## src/rtl/einstein_ps2_matrix.sv

```systemverilog
// PS/2 keyboard front end: frame receiver, scan-code decoder and 8x8 key matrix with SHIFT/CTRL/GRAPH lines.
// Optional build macro KB_PARITY_CHECK_EN enables odd-parity rejection of received frames.
module einstein_ps2_matrix #(
  parameter int FILTER_LEN = 8,
  parameter int TIMEOUT    = 32000
) (
  input  logic       clk_sys,
  input  logic       reset,
  input  logic       ps2_clk,
  input  logic       ps2_data,
  input  logic [7:0] kb_row,
  output logic [7:0] kb_col,
  output logic       kb_shift,
  output logic       kb_ctrl,
  output logic       kb_graph,
  output logic       kb_event,
  output logic       frame_err
);

`ifdef KB_PARITY_CHECK_EN
  localparam bit PAR_CHK = 1'b1;
`else
  localparam bit PAR_CHK = 1'b0;
`endif

  localparam int FW = $clog2(FILTER_LEN + 1);
  localparam int TW = $clog2(TIMEOUT + 1);

  typedef enum logic [1:0] {IDLE, DATA, PARITY, STOP} rx_state_e;

  // keymap entry: {hit, mod[1:0], row[2:0], col[2:0]}; mod 1=SHIFT 2=CTRL 3=GRAPH
  function automatic logic [8:0] m(input logic [5:0] rc);
    return {3'b100, rc};
  endfunction

  function automatic logic [8:0] keymap(input logic [8:0] key);
    case (key)
      9'h016: keymap = m(6'o00);  9'h01E: keymap = m(6'o01);  9'h026: keymap = m(6'o02);  9'h025: keymap = m(6'o03);
      9'h02E: keymap = m(6'o04);  9'h036: keymap = m(6'o05);  9'h076: keymap = m(6'o06);  9'h05A: keymap = m(6'o07);
      9'h03D: keymap = m(6'o10);  9'h03E: keymap = m(6'o11);  9'h046: keymap = m(6'o12);  9'h045: keymap = m(6'o13);
      9'h04E: keymap = m(6'o14);  9'h055: keymap = m(6'o15);  9'h066: keymap = m(6'o16);  9'h00D: keymap = m(6'o17);
      9'h015: keymap = m(6'o20);  9'h01C: keymap = m(6'o21);  9'h01A: keymap = m(6'o22);  9'h01D: keymap = m(6'o23);
      9'h01B: keymap = m(6'o24);  9'h022: keymap = m(6'o25);  9'h024: keymap = m(6'o26);  9'h023: keymap = m(6'o27);
      9'h021: keymap = m(6'o30);  9'h02D: keymap = m(6'o31);  9'h02B: keymap = m(6'o32);  9'h02A: keymap = m(6'o33);
      9'h02C: keymap = m(6'o34);  9'h034: keymap = m(6'o35);  9'h032: keymap = m(6'o36);  9'h035: keymap = m(6'o37);
      9'h033: keymap = m(6'o40);  9'h031: keymap = m(6'o41);  9'h03C: keymap = m(6'o42);  9'h03B: keymap = m(6'o43);
      9'h03A: keymap = m(6'o44);  9'h043: keymap = m(6'o45);  9'h042: keymap = m(6'o46);  9'h041: keymap = m(6'o47);
      9'h044: keymap = m(6'o50);  9'h04B: keymap = m(6'o51);  9'h049: keymap = m(6'o52);  9'h175: keymap = m(6'o53);
      9'h172: keymap = m(6'o54);  9'h16B: keymap = m(6'o55);  9'h174: keymap = m(6'o56);  9'h04D: keymap = m(6'o57);
      9'h04C: keymap = m(6'o60);  9'h04A: keymap = m(6'o61);  9'h054: keymap = m(6'o62);  9'h05B: keymap = m(6'o63);
      9'h052: keymap = m(6'o64);  9'h05D: keymap = m(6'o65);  9'h029: keymap = m(6'o66);  9'h058: keymap = m(6'o67);
      9'h005: keymap = m(6'o70);  9'h006: keymap = m(6'o71);  9'h004: keymap = m(6'o72);  9'h00C: keymap = m(6'o73);
      9'h003: keymap = m(6'o74);  9'h00B: keymap = m(6'o75);  9'h083: keymap = m(6'o76);  9'h00A: keymap = m(6'o77);
      9'h012, 9'h059: keymap = {3'b101, 6'o00};
      9'h014, 9'h114: keymap = {3'b110, 6'o00};
      9'h011:         keymap = {3'b111, 6'o00};
      default:        keymap = 9'h000;
    endcase
  endfunction

  logic [1:0]      csync_q, csync_d, dsync_q, dsync_d;
  logic            fclk_q, fclk_d, fdat_q, fdat_d, fclk_prev_q;
  logic [FW-1:0]   fccnt_q, fccnt_d, fdcnt_q, fdcnt_d;
  rx_state_e       state_q, state_d;
  logic [2:0]      cnt_q, cnt_d;
  logic [7:0]      sh_q, sh_d;
  logic            par_ok_q, par_ok_d, bvld_q, bvld_d, ferr_q, ferr_d;
  logic [TW-1:0]   to_q, to_d;
  logic            ext_q, ext_d, brk_q, brk_d;
  logic [7:0][7:0] mat_q, mat_d;
  // {graph, ctrl_r, ctrl_l, shift_r, shift_l}
  logic [4:0]      mods_q, mods_d;
  logic [7:0]      col_q, col_d;
  logic            event_q, event_d;
  logic            fall, timeout;
  logic [8:0]      km;

  assign fall    = fclk_prev_q & ~fclk_q;
  assign timeout = (state_q != IDLE) && !fall && (to_q == TW'(TIMEOUT - 1));
  assign km      = keymap({ext_q, sh_q});

  // Synchronise, then only accept a level once it has been stable for FILTER_LEN cycles
  always_comb begin
    csync_d = {csync_q[0], ps2_clk};
    dsync_d = {dsync_q[0], ps2_data};
    fclk_d  = fclk_q;
    fdat_d  = fdat_q;
    fccnt_d = '0;
    fdcnt_d = '0;
    if (csync_q[1] != fclk_q) begin
      fccnt_d = fccnt_q + 1'b1;
      if (fccnt_q == FW'(FILTER_LEN - 1)) begin
        fclk_d  = csync_q[1];
        fccnt_d = '0;
      end
    end
    if (dsync_q[1] != fdat_q) begin
      fdcnt_d = fdcnt_q + 1'b1;
      if (fdcnt_q == FW'(FILTER_LEN - 1)) begin
        fdat_d  = dsync_q[1];
        fdcnt_d = '0;
      end
    end
  end

  always_comb begin
    state_d  = state_q;
    cnt_d    = cnt_q;
    sh_d     = sh_q;
    par_ok_d = par_ok_q;
    bvld_d   = 1'b0;
    ferr_d   = 1'b0;
    to_d     = (state_q == IDLE || fall) ? '0 : to_q + 1'b1;
    if (timeout) begin
      state_d = IDLE;
      ferr_d  = 1'b1;
      to_d    = '0;
    end else if (fall) begin
      case (state_q)
        IDLE: begin
          if (!fdat_q) begin
            state_d = DATA;
            cnt_d   = 3'd0;
          end else begin
            ferr_d = 1'b1;
          end
        end
        DATA: begin
          sh_d  = {fdat_q, sh_q[7:1]};
          cnt_d = cnt_q + 1'b1;
          if (cnt_q == 3'd7) state_d = PARITY;
        end
        PARITY: begin
          par_ok_d = ~PAR_CHK | (^{sh_q, fdat_q});
          state_d  = STOP;
        end
        default: begin
          state_d = IDLE;
          if (fdat_q && par_ok_q) bvld_d = 1'b1;
          else                    ferr_d = 1'b1;
        end
      endcase
    end
  end

  // Scan-code decode; kb_col is built from the next matrix so both updates land together
  always_comb begin
    ext_d  = ext_q;
    brk_d  = brk_q;
    mat_d  = mat_q;
    mods_d = mods_q;
    if (timeout) begin
      ext_d = 1'b0;
      brk_d = 1'b0;
    end else if (bvld_q) begin
      if (sh_q == 8'hE0) begin
        ext_d = 1'b1;
      end else if (sh_q == 8'hF0) begin
        brk_d = 1'b1;
      end else if (sh_q != 8'hE1) begin
        if (km[8]) begin
          case (km[7:6])
            2'd1:    if (sh_q == 8'h59) mods_d[1] = ~brk_q; else mods_d[0] = ~brk_q;
            2'd2:    if (ext_q) mods_d[3] = ~brk_q; else mods_d[2] = ~brk_q;
            2'd3:    mods_d[4] = ~brk_q;
            default: mat_d[km[5:3]][km[2:0]] = ~brk_q;
          endcase
        end
        ext_d = 1'b0;
        brk_d = 1'b0;
      end
    end
    event_d = (mat_d != mat_q) || (mods_d != mods_q);
    for (int c = 0; c < 8; c++) begin
      col_d[c] = 1'b1;
      for (int r = 0; r < 8; r++)
        if (mat_d[r][c] && !kb_row[r]) col_d[c] = 1'b0;
    end
  end

  always_ff @(posedge clk_sys or posedge reset) begin
    if (reset) begin
      csync_q     <= 2'b11;
      dsync_q     <= 2'b11;
      fclk_q      <= 1'b1;
      fdat_q      <= 1'b1;
      fclk_prev_q <= 1'b1;
      fccnt_q     <= '0;
      fdcnt_q     <= '0;
      state_q     <= IDLE;
      cnt_q       <= 3'd0;
      sh_q        <= 8'h00;
      par_ok_q    <= 1'b0;
      bvld_q      <= 1'b0;
      ferr_q      <= 1'b0;
      to_q        <= '0;
      ext_q       <= 1'b0;
      brk_q       <= 1'b0;
      mat_q       <= '0;
      mods_q      <= '0;
      col_q       <= 8'hFF;
      event_q     <= 1'b0;
    end else begin
      csync_q     <= csync_d;
      dsync_q     <= dsync_d;
      fclk_q      <= fclk_d;
      fdat_q      <= fdat_d;
      fclk_prev_q <= fclk_q;
      fccnt_q     <= fccnt_d;
      fdcnt_q     <= fdcnt_d;
      state_q     <= state_d;
      cnt_q       <= cnt_d;
      sh_q        <= sh_d;
      par_ok_q    <= par_ok_d;
      bvld_q      <= bvld_d;
      ferr_q      <= ferr_d;
      to_q        <= to_d;
      ext_q       <= ext_d;
      brk_q       <= brk_d;
      mat_q       <= mat_d;
      mods_q      <= mods_d;
      col_q       <= col_d;
      event_q     <= event_d;
    end
  end

  assign kb_col    = col_q;
  assign kb_shift  = ~(mods_q[0] | mods_q[1]);
  assign kb_ctrl   = ~(mods_q[2] | mods_q[3]);
  assign kb_graph  = ~mods_q[4];
  assign kb_event  = event_q;
  assign frame_err = ferr_q;

endmodule
```

## config.mk

```make
export PLATFORM = sky130hd
export DESIGN_NAME = einstein_ps2_matrix
export DESIGN_NICKNAME = d
export VERILOG_FILES = /design/src/rtl/einstein_ps2_matrix.sv
export SDC_FILE = /design/constraint.sdc
export NUM_CORES = 1
export LEC_CHECK = 0
export CAP_MARGIN = 10
export CORE_MARGIN = 2
export CORE_UTILIZATION = 44
export DETAILED_ROUTE_END_ITERATION = 8
export PLACE_DENSITY = 0.57
export SYNTH_ARGS = -nofsm -noshare
export SYNTH_HDL_FRONTEND = slang
export SYNTH_SLANG_ARGS = --single-unit
```

## constraint.sdc

```tcl
create_clock -name clk_sys -period 6.35 [get_ports clk_sys]
set_clock_uncertainty 0.05 [all_clocks]
set_input_delay 1.905 -clock clk_sys [delete_from_list [all_inputs] [get_ports clk_sys]]
set_output_delay 1.905 -clock clk_sys [all_outputs]
set_load 0.005 [all_outputs]
```

==> reports/results.tsv <==
stage	metric	value	unit
route	metal2 WL	12300	um
power_and_ir_drop	Psw	622	uW
placed_design	Post-Place Setup Slack	1210	ps
route	DRT Pass-1 Iters	5	
synth	syn_area_per_cell	8.69	um^2
worst_setup_path	WP data required	6610	ps
placed_design	Placed Instance Area	9150	um^2
grt	vias in the first global route	7735	
grt	first-pass GRT wire length	46000	um
grt	GR Overflow Total	0	
power_and_ir_drop	clock power share	47.3	%
synth	Synth area leaders	dfrtp_1 31%, o31ai_1 5.6%, o21ai_0 4.5%	
finish	final net count	1019	
power_and_ir_drop	Cell Pwr Density	229	nW/um^2
sta	Setup TNS Final	0	ps
finish	fillcell total	1997	
cts	Clk Tree Root Cell	clkbuf_16	
worst_setup_path	Cell Chain, Critical Path	buf_4 > nor4b_1 > a31oi_1 > o311ai_2 > nor4_1 > nand2_1 > nand3_1 > buf_4 > o21ai_0 > o31ai_1 > a221o_1 > a2111oi_2	
cts	H-Tree Depth	4	
synth	Synth Warn #	0	
placed_design	Port Buffers	24	
hold_path	Hold Path Class	register to register	
cts	setup bufs post-CTS	0	
sta	crit path time final	5350	ps
worst_setup_path	CP max FO	32	
synth	Yosys reg bits	126	
floorplan	Core ar.	20000	um^2
route	met1 WL	13400	um
synth	post-synthesis cell area	8920	um^2
grt	Global Route Usage Sum	27.4	%
route	antenna-violating nets left	0	
job	# Max-Cap Violations	0	
worst_setup_path	CP Launch Type	register	
route	DRC	0	
sta	worst-margin pin slew	1110	ps
cts	clk_lat worst skew	420	ps
sta	unrepaired setup endpoints after global routing	no	
finish	area grow syn2layout	9.62	%
cts	hold_buf cts	0	
route	max layer used	met4	
power_and_ir_drop	P_int	1620	uW
route	Via density	6.53	
cts	CTS tree	yes	
synth	distinct cell type count after synthesis	98	
finish	Final Cell Area	9780	um^2
power_and_ir_drop	Sequential Power Share	41.2	%
cts	CTS resizes	0	
finish	layout cells sized above 1	10.8	%
synth	most frequent cell after synthesis	dfrtp_1	
floorplan	row count	52	
worst_setup_path	CP endpoint kind	register	
worst_setup_path	R2R cell count	12	
route	via count of the routed design	8359	
sta	relative slew slack	25.8	%
floorplan	Starting Density	44.5	%
status	status	finished clean	
hold_path	hold depth	0	
worst_setup_path	slowest CP cell	nor4b_1	
route	DR WL/cell	22.6	um
floorplan	# IOs	25	
floorplan	die area	21400	um^2
cts	clock sink count	126	
grt	initial antenna violation count	0	
route	total wire length	28900	um
worst_setup_path	Crit path top cell by count	buf_4	
placed_design	hpwl dp	19500	um
synth	Post-synth ARST share	100	%
worst_setup_path	Crit path largest cell delay	810	ps
sta	Max Slew Vio Count	0	
synth	Syn Nets	1049	
cts	Worst-path clk slew	60	ps
worst_setup_path	crit path DAT	5610	ps
finish	n_diodes	0	
synth	Main synth FF type	dfrtp_1	
cts	clock tree buffer depth	2	
synth	Cells after Synth	1027	
sta	Fin. Hold Viols	0	
synth	commonest cells in the synthesized netlist	111 x dfrtp_1, 81 x o21ai_0, 69 x nor2_1, 66 x o31ai_1, 63 x nand2_1	
floorplan	Die H	146	um
cts	Num CTS Buffers	17	
placed_design	Final GP Congestion	1.04	
power_and_ir_drop	combinational power share	11.5	%
sta	fmax	0.187	GHz
worst_setup_path	R2R Setup Slk	1000	ps
sta	final worst slack	1000	ps
route	metal3 WL	2360	um
power_and_ir_drop	switch share	27.8	%
sta	endpoints failing setup	0	
synth	Seq/Total Area, Yosys	35.5	%
floorplan	Die Width	146	um
sta	fin crit share	84.2	%
power_and_ir_drop	P_leak	0.00375	uW
grt	largest net degree at the start of global routing	94	
synth	Synth top area share	31.1	%
worst_setup_path	critical path class	register to register	
synth	Post-synth EDFFs	0	
synth	Synth area leader	dfrtp_1	
power_and_ir_drop	Max VDD drop	0.000222	V
route	initial DRC count	1176	
## state kept, by name, indices dropped and copies added, names as in the netlist, 3 cells and up
| signal | cells |
|---|---|
| kb_col | 8 |
| fdcnt_q | 4 |
| mat_q | 64 |
| mods_q | 5 |
| sh_q | 8 |
| cnt_q | 3 |
| to_q | 15 |
| fccnt_q | 4 |
## cell usage in the layout (no fill, tap or decap), drive strengths merged, types with 7 or more instances in the layout
cell type / instances
nor2: 70
nor2b: 14
nand4: 18
nand2b: 14
buf: 19
nand2: 65
and2: 14
and3: 12
clkbuf: 17
ha: 10
o32ai: 9
inv: 41
a21oi: 30
xnor2: 14
clkdlybuf4s50: 24
o22ai: 19
o31ai: 66
a22oi: 16
nor4: 22
o2111ai: 8
xor2: 8
o221ai: 8
mux2i: 7
nor3: 37
a2111oi: 7
dfrtp: 111
mux2: 11
o211ai: 7
dfstp: 15
nor3b: 9
a211oi: 8
or4: 9
nand3: 36
a22o: 16
or3b: 8
or3: 12
o21ai: 92
## metrics by stage
| stage | power [uW] | hold WS (ps) | std cells | utilization (%) |
|---|---|---|---|---|
| 5_1_grt | 2340 | 309 | 1280 | 48.8 |
| 4_1_cts | 2260 | 307 | 1280 | 48.8 |
| 3_3_place_gp | 1190 | 297 | 1248 | 45.6 |
| 6_report | 2240 | 305 | 1280 | 48.8 |
| 3_5_place_dp | 1200 | 298 | 1248 | 45.6 |
| 2_1_floorplan | 1130 | 295 | 1027 | - |
## path summary, 6_finish.rpt
path	from	endpoint
hold / removal	csync_q[0]	csync_q[1]
setup / recovery	sh_q[0]	kb_col[5]
max in group asynchronous	reset	brk_q
setup reg to reg	sh_q[0]	kb_col[5]
hold reg to reg	csync_q[0]	csync_q[1]
min in group asynchronous	reset	to_q[2]
## power groups by stage
stage          Clock (uW)  Combinational [uW]  Sequential (uW)
2_1_floorplan           0                 223              905
3_5_place_dp            0                 261              935
6_report             1060                 258              923
3_3_place_gp            0                 260              934
5_1_grt              1110                 297              933
4_1_cts              1080                 261              922
## layout make-up
cell class	instances	area (um^2)	share of cell area (%)
Clock buffer	17	425	4.35
Clock inverter	15	209	2.14
Inverter	38	148	1.51
Multi-Input combinational cell	771	5100	52.2
Sequential cell	126	3180	32.5
Tap cell	270	338	3.45
Timing Repair Buffer	43	383	3.91
## layer usage
layer  up-vias  track usage [%]
met5         -                0
met4         0             9.66
met3        58             4.81
met2       389             39.1
met1      4042             41.6
li1       3870                -
## kinds of logic after synthesis
kind of cell,Yosys count,synth area share [%]
compound gates,340,26.9
xor+xnor,22,2.24
fa+ha+maj,10,1.40
buf+inv,130,7.46
flops,126,35.5
mux,18,2.17
simple gates,381,24.3
## critical path, delay by kind of cell (launching register included)
family	cells	cell delay [ps]
AOI/OAI and AO/OA	6	1600
DFF	1	730
and+or+nand+nor	4	2140
buffers and inverters	2	720
Note: power is estimated with default switching activity, not from simulation.
